File: config.mk
export PLATFORM = sky130hd
export DESIGN_NAME = sqrt_cordic_seq
export DESIGN_NICKNAME = d
export VERILOG_FILES = /design/src/rtl/sqrt_cordic_seq_pkg.sv /design/src/rtl/sqrt_microrot.sv /design/src/rtl/sqrt_cordic_seq.sv
export SDC_FILE = /design/constraint.sdc
export NUM_CORES = 1
export LEC_CHECK = 0
export BUFFER_PORTS_ARGS = -buffer_cell sky130_fd_sc_hd__buf_2
export CORE_UTILIZATION = 35
export CTS_CLUSTER_DIAMETER = 60
export DETAILED_ROUTE_END_ITERATION = 16
export GPL_TIMING_DRIVEN = 0
export PLACE_DENSITY = 0.58
export SLEW_MARGIN = 5
export SYNTH_ARGS = -nofsm -noshare
export SYNTH_HDL_FRONTEND = slang
export SYNTH_HIERARCHICAL = 1
export SYNTH_SLANG_ARGS = --single-unit
File: constraint.sdc
create_clock -name clk -period 6.56 [get_ports clk]
set_clock_uncertainty 0.15 [all_clocks]
set_input_delay 0.656 -clock clk [delete_from_list [all_inputs] [get_ports clk]]
set_output_delay 0.656 -clock clk [all_outputs]
set_load 0.05 [all_outputs]
File: src/rtl/sqrt_cordic_seq_pkg.sv
// Shared types and constants for the iterative hyperbolic CORDIC square-root core.
package sqrt_pkg;

    typedef enum logic [1:0] {
        IDLE = 2'd0,
        RUN  = 2'd1,
        DONE = 2'd2
    } state_t;

    // Shift indices that must be executed twice for hyperbolic convergence
    localparam int unsigned REP0 = 4;
    localparam int unsigned REP1 = 13;

    // Hyperbolic CORDIC gain for the repeated sequence, Q3.24 (1.0 = 2^24)
    localparam int unsigned K_H = 32'd13894208;

    function automatic logic is_repeat(input int unsigned i);
        return (i == REP0) || (i == REP1);
    endfunction

    // Number of micro-rotations for shift indices 1..iter including repeats
    function automatic int unsigned num_iter(input int unsigned iter);
        int unsigned n;
        n = iter;
        if (iter >= REP0) n = n + 1;
        if (iter >= REP1) n = n + 1;
        return n;
    endfunction

endpackage

File: src/rtl/sqrt_microrot.sv
// One hyperbolic vectoring micro-rotation: drives y toward zero by 2^-i steps.
module sqrt_microrot #(
    parameter int DW = 27,
    parameter int IW = 6
) (
    input  logic signed [DW-1:0] x,
    input  logic signed [DW-1:0] y,
    input  logic        [IW-1:0] i,
    output logic signed [DW-1:0] x_n,
    output logic signed [DW-1:0] y_n
);

    logic signed [DW-1:0] xs;
    logic signed [DW-1:0] ys;

    // Arithmetic shifts, then add/sub chosen by the sign of y (y == 0 counts as non-negative)
    always_comb begin
        xs = x >>> i;
        ys = y >>> i;
        if (!y[DW-1]) begin
            x_n = x - ys;
            y_n = y - xs;
        end else begin
            x_n = x + ys;
            y_n = y + xs;
        end
    end

endmodule

File: src/rtl/sqrt_cordic_seq.sv
// Sequential hyperbolic CORDIC square root: one shared micro-rotation reused
// for shift indices 1..ITER with repeats at 4 and 13; exponent passes through.
module sqrt_cordic_seq
    import sqrt_pkg::*;
#(
    parameter int DW   = 27,
    parameter int EW   = 9,
    parameter int ITER = 16,
    parameter int IW   = 6
) (
    input  logic                 clk,
    input  logic                 rst,
    input  logic                 in_valid,
    output logic                 in_ready,
    input  logic signed [DW-1:0] x_i,
    input  logic signed [DW-1:0] y_i,
    input  logic        [EW-1:0] exp_i,
    output logic                 out_valid,
    input  logic                 out_ready,
    output logic signed [DW-1:0] x_o,
    output logic signed [DW-1:0] y_o,
    output logic        [EW-1:0] exp_o,
    output logic                 busy
);

    state_t               state;
    logic signed [DW-1:0] xw;
    logic signed [DW-1:0] yw;
    logic        [EW-1:0] ew;
    logic        [IW-1:0] idx;
    logic                 rep;
    logic signed [DW-1:0] x_n;
    logic signed [DW-1:0] y_n;
    logic                 rep_now;
    logic                 last_iter;

    sqrt_microrot #(
        .DW (DW),
        .IW (IW)
    ) u_rot (
        .x   (xw),
        .y   (yw),
        .i   (idx),
        .x_n (x_n),
        .y_n (y_n)
    );

    // Handshake/status flags and index decode from the current state
    always_comb begin
        in_ready  = (state == IDLE) && !rst;
        busy      = (state != IDLE);
        rep_now   = is_repeat(32'(idx)) && !rep;
        last_iter = (idx == IW'(ITER)) && !rep_now;
    end

    // FSM: accept operand, iterate the shared rotation, hold the result until taken.
    // The final rotation's outputs are registered straight into x_o/y_o so the
    // result is visible in the cycle after the last iteration edge.
    always_ff @(posedge clk) begin
        if (rst) begin
            state     <= IDLE;
            xw        <= '0;
            yw        <= '0;
            ew        <= '0;
            idx       <= '0;
            rep       <= 1'b0;
            x_o       <= '0;
            y_o       <= '0;
            exp_o     <= '0;
            out_valid <= 1'b0;
        end else begin
            unique case (state)
                IDLE: begin
                    if (in_valid) begin
                        xw    <= x_i;
                        yw    <= y_i;
                        ew    <= exp_i;
                        idx   <= IW'(1);
                        rep   <= 1'b0;
                        state <= RUN;
                    end
                end
                RUN: begin
                    xw <= x_n;
                    yw <= y_n;
                    if (rep_now) begin
                        rep <= 1'b1;
                    end else begin
                        rep <= 1'b0;
                        idx <= idx + 1'b1;
                    end
                    if (last_iter) begin
                        x_o       <= x_n;
                        y_o       <= y_n;
                        exp_o     <= ew;
                        out_valid <= 1'b1;
                        state     <= DONE;
                    end
                end
                DONE: begin
                    if (out_ready) begin
                        out_valid <= 1'b0;
                        state     <= IDLE;
                    end
                end
                default: state <= IDLE;
            endcase
        end
    end

endmodule
==> impl_summary.log <==
INFO  metric cts.reportedPaths.clkPinSlew = 0.06 ns
INFO  metric number_of_global_route_vias_before_repair = 14151
INFO  metric global_route.usage.met3 = 8.31%
INFO  metric placedInstanceArea = 14800 sq um
INFO  metric groute.layer.met2.usage = 47.3%
INFO  metric depth_of_the_worst_hold_timing_path = 2
INFO  metric clock_tree.buffer_depth = 2
INFO  metric netlist.area_leader.share = 20.2%
INFO  metric powerDensity = 425 nW/um^2
INFO  metric rr_startpoint = idx[1]
INFO  metric timing.critical_path.from_type = flop
INFO  metric ys.flop_type = sky130_fd_sc_hd__dfxtp_1
INFO  metric drt_pass_1_iters = 8
INFO  metric insertedDiodeCount = 0
INFO  metric finalWeightedCongestion = 1.03
INFO  metric syn_area = 13500 sq um
INFO  metric worst_setup_path_end_kind = flop
INFO  metric grt_antenna_before_repair = 2
INFO  metric max_cap_violations = 0
INFO  metric rrSetupSlack = 0.08 ns
INFO  metric vias_per_cell = 6.28
INFO  metric timing.final.hold_violations = 0
INFO  metric synthesis.area_per_instance = 8.16 sq um
INFO  metric whs_endpoint = out_valid
INFO  metric dp_hpwl = 48400 um
INFO  metric postSynthCellCount = 1653
INFO  metric holdCritPathClass = in2reg
INFO  metric drc = 0
INFO  metric remaining_max_slew_budget_at_the_tightest_pin = 28.4%
INFO  metric drive_above_1_share = 26.9%
INFO  metric worstHoldStart = out_ready
INFO  metric path_max_fanout = 9
INFO  metric ant_nets = 0
INFO  metric grt.busiest_layer = met2
INFO  metric synthesis.yosys.warnings = 6
INFO  metric timing.critical_path.slowest_stage_cell = sky130_fd_sc_hd__or4b_4
INFO  metric start_util = 35.7%
INFO  metric clk_latency = 0.46 ns
INFO  metric core-area = 37800 sq um
INFO  metric finalInstanceArea = 16700 sq um
INFO  metric postLayoutCoreUtil = 44.1%
INFO  metric power_leakage = 6.52 nW
INFO  metric layout.nets = 1994
INFO  metric grt_use_total = 32.0%
INFO  metric die_width = 198 um
INFO  metric timing.critical_path.slowest_cell_delay = 0.63 ns
INFO  metric grt.overflow.total = 0
INFO  metric via_count = 14963
INFO  metric synth_seq_area_share = 20.2%
INFO  metric worstRegToRegCells = 29
INFO  metric whs = 0.265 ns
INFO  metric grt_pass1_wl = 92000 um
INFO  metric worst_r2r_endpoint = xw[23]
INFO  metric max_clock_freq = 154 MHz
INFO  metric cts-htree-levels = 4
INFO  metric ioPinCount = 133
INFO  metric detail_route.wl_per_cell = 26.4 um
INFO  metric peak_supply_drop = 0.251 mV
INFO  metric dr.first_iter.drc_count = 1378
INFO  metric synth.lib_cells_used.distinct = 100
INFO  metric cts_inserted_buffers = 17
INFO  metric worst-endpoint-arrival = 6.64 ns
INFO  metric buffer_ports.inserted = 132
INFO  metric final.period_utilization = 98.8%
INFO  metric setup.worst_path.class = reg2reg
INFO  metric cts_root_buf = sky130_fd_sc_hd__clkbuf_16
INFO  metric grt_max_degree = 17
INFO  metric postSynthNetCount = 1787
INFO  metric netlist_top_cells_count = sky130_fd_sc_hd__a21oi_1 (217), sky130_fd_sc_hd__nand2_1 (151), sky130_fd_sc_hd__dfxtp_1 (136)
INFO  metric crit_path_frequent_cell = sky130_fd_sc_hd__buf_12
INFO  metric cts_hold_repair.buffers = 0
INFO  metric drt-total-wl = 63000 um
INFO  metric standard_cell_rows = 71
INFO  metric timing_worst_slew_pin_value = 1.06 ns
INFO  metric design.die.area = 39300 sq um
INFO  metric report.final.setup_viol = 0
INFO  metric global_route.usage.met1 = 43.1%
INFO  metric post-synth-top-count-cell = sky130_fd_sc_hd__a21oi_1
INFO  metric flip_flop_and_latch_count_after_synthesis = 136
INFO  metric clock_sink_count = 136
INFO  metric setup_tns = 0 ns
INFO  metric tritoncts = yes
INFO  metric instances_no_fill = 2384
INFO  metric synthArstFlopShare = 0%
INFO  metric synth_edf_count = 0
INFO  metric rsz0062_at_grt = yes
INFO  metric flow.area_growth_from_synthesis = 23.5%
INFO  metric placed_cells = 2296
INFO  metric synthTopCellsByArea = sky130_fd_sc_hd__dfxtp_1 (20%), sky130_fd_sc_hd__a21oi_1 (8.1%), sky130_fd_sc_hd__mux4_2 (7.9%)
INFO  metric synth_largest_area_cell = sky130_fd_sc_hd__dfxtp_1
INFO  metric die_height = 198 um
INFO  metric final_max_slew_viol_count = 0
INFO  metric outcome = finished clean
INFO  metric worstPathRequired = 6.72 ns
INFO  metric post-route-min-period = 6.48 ns
logic make-up after synthesis:
logic type | count (synthesis) | share of synthesized area, %
buffers and inverters | 166 | 6.15
AO/OA/AOI/OAI | 596 | 27.9
AND/OR/NAND/NOR | 473 | 18.1
adder cells (fa/ha/maj) | 67 | 6.33
XOR/XNOR | 74 | 4.81
multiplexers | 141 | 16.6
flip-flops | 136 | 20.2
worst max-delay path by stage:
stage                        end  startpoint  cells after the start  slack, ns
final                     xw[23]      idx[1]                     29       0.08
after global routing      xw[23]      idx[1]                     28      -0.06
after CTS                 xw[23]      idx[2]                     25      0.002
after detailed placement  xw[26]      idx[1]                     30      -1.66
after global placement    xw[26]      idx[1]                     30      -1.63
after floorplan           xw[20]      idx[1]                     30       0.18
registers in the layout (all words and copies together), names as in the netlist:
signal,cells
idx,6
rep,1
x_o,27
state,2
exp_o,9
xw,27
ew,9
out_valid,1
y_o,27
yw,27
per-stage QoR:
| step | setup slack [ns] | total power, mW |
|---|---|---|
| 6_report | 0.0789 | 7.08 |
| 3_5_place_dp | -1.66 | 5.24 |
| 2_1_floorplan | 0.175 | 3.99 |
| 3_3_place_gp | -1.63 | 5.23 |
| 4_1_cts | 0.00195 | 6.57 |
| 5_1_grt | -0.0618 | 7.48 |
per-layer routing:
| metal | up-vias | part of all wire (%) |
|---|---|---|
| li1 | 6747 | - |
| met1 | 7319 | 44 |
| met2 | 742 | 43 |
| met3 | 153 | 8.8 |
| met4 | 2 | 5.0 |
| met5 | - | 0.017 |
worst max-delay path, delay by kind of cell, from the launching register on:
family / cells / cell delay (ns)
XOR/XNOR: 1 / 0.07
adder cells (fa/ha/maj): 2 / 0.38
flip-flops: 1 / 0.35
AO/OA/AOI/OAI: 10 / 1.77
AND/OR/NAND/NOR: 9 / 1.96
multiplexers: 2 / 0.91
buffers and inverters: 5 / 0.71
placed cells by master, fill, tap and decap left out, types with 11 or more instances in the layout:
master                      Yosys  final
sky130_fd_sc_hd__inv_1         23     23
sky130_fd_sc_hd__o21ai_0       79     69
sky130_fd_sc_hd__nor3_1        30     26
sky130_fd_sc_hd__or3_1         13     13
sky130_fd_sc_hd__mux4_2        47     47
sky130_fd_sc_hd__xnor2_1       55     49
sky130_fd_sc_hd__a22oi_1       61     57
sky130_fd_sc_hd__a31oi_1       24     22
sky130_fd_sc_hd__mux2i_1       45     35
sky130_fd_sc_hd__mux2_2        34     34
sky130_fd_sc_hd__o21a_1        14     14
sky130_fd_sc_hd__and2_1        12     11
sky130_fd_sc_hd__nand2_1      151    150
sky130_fd_sc_hd__clkbuf_2       0     11
sky130_fd_sc_hd__buf_12         2     12
sky130_fd_sc_hd__o21ai_1       33     43
sky130_fd_sc_hd__clkbuf_1      73     56
sky130_fd_sc_hd__nand4_1       64     64
sky130_fd_sc_hd__ha_1          65     61
sky130_fd_sc_hd__clkbuf_16      0     17
sky130_fd_sc_hd__buf_2         43    163
sky130_fd_sc_hd__xor2_1        19     16
sky130_fd_sc_hd__a21o_1        26     26
sky130_fd_sc_hd__nand3_1       20     19
sky130_fd_sc_hd__a21oi_1      217    210
sky130_fd_sc_hd__nor2b_1       14     12
sky130_fd_sc_hd__buf_4          7     63
sky130_fd_sc_hd__nor2_1        89     88
sky130_fd_sc_hd__buf_6         11     12
sky130_fd_sc_hd__nand2b_1      17     16
sky130_fd_sc_hd__dfxtp_1      136    132
sky130_fd_sc_hd__a211oi_1      18     13
sky130_fd_sc_hd__o22ai_1       15     14
final cells by class:
cell class / count / area (sq um)
buffer: 136 / 870
clock buffer: 17 / 425
clock inverter: 15 / 166
fill: 3841 / 21100
inverter: 25 / 97.6
multi-input combinational: 1351 / 10600
sequential: 136 / 2740
tap: 511 / 639
timing repair buffer: 193 / 1170
where the power goes:
group	internal, mW	switching [mW]
logic	2.05	2.81
clock network	0.567	0.424
registers	0.917	0.310
total	3.54	3.55
timing repair:
action                     CTS  global route
pin swaps                   20            24
gates resized for setup     91            98
buffers inserted            30            31
setup endpoints to repair   53            31
Note: power is estimated with default switching activity, not from simulation.
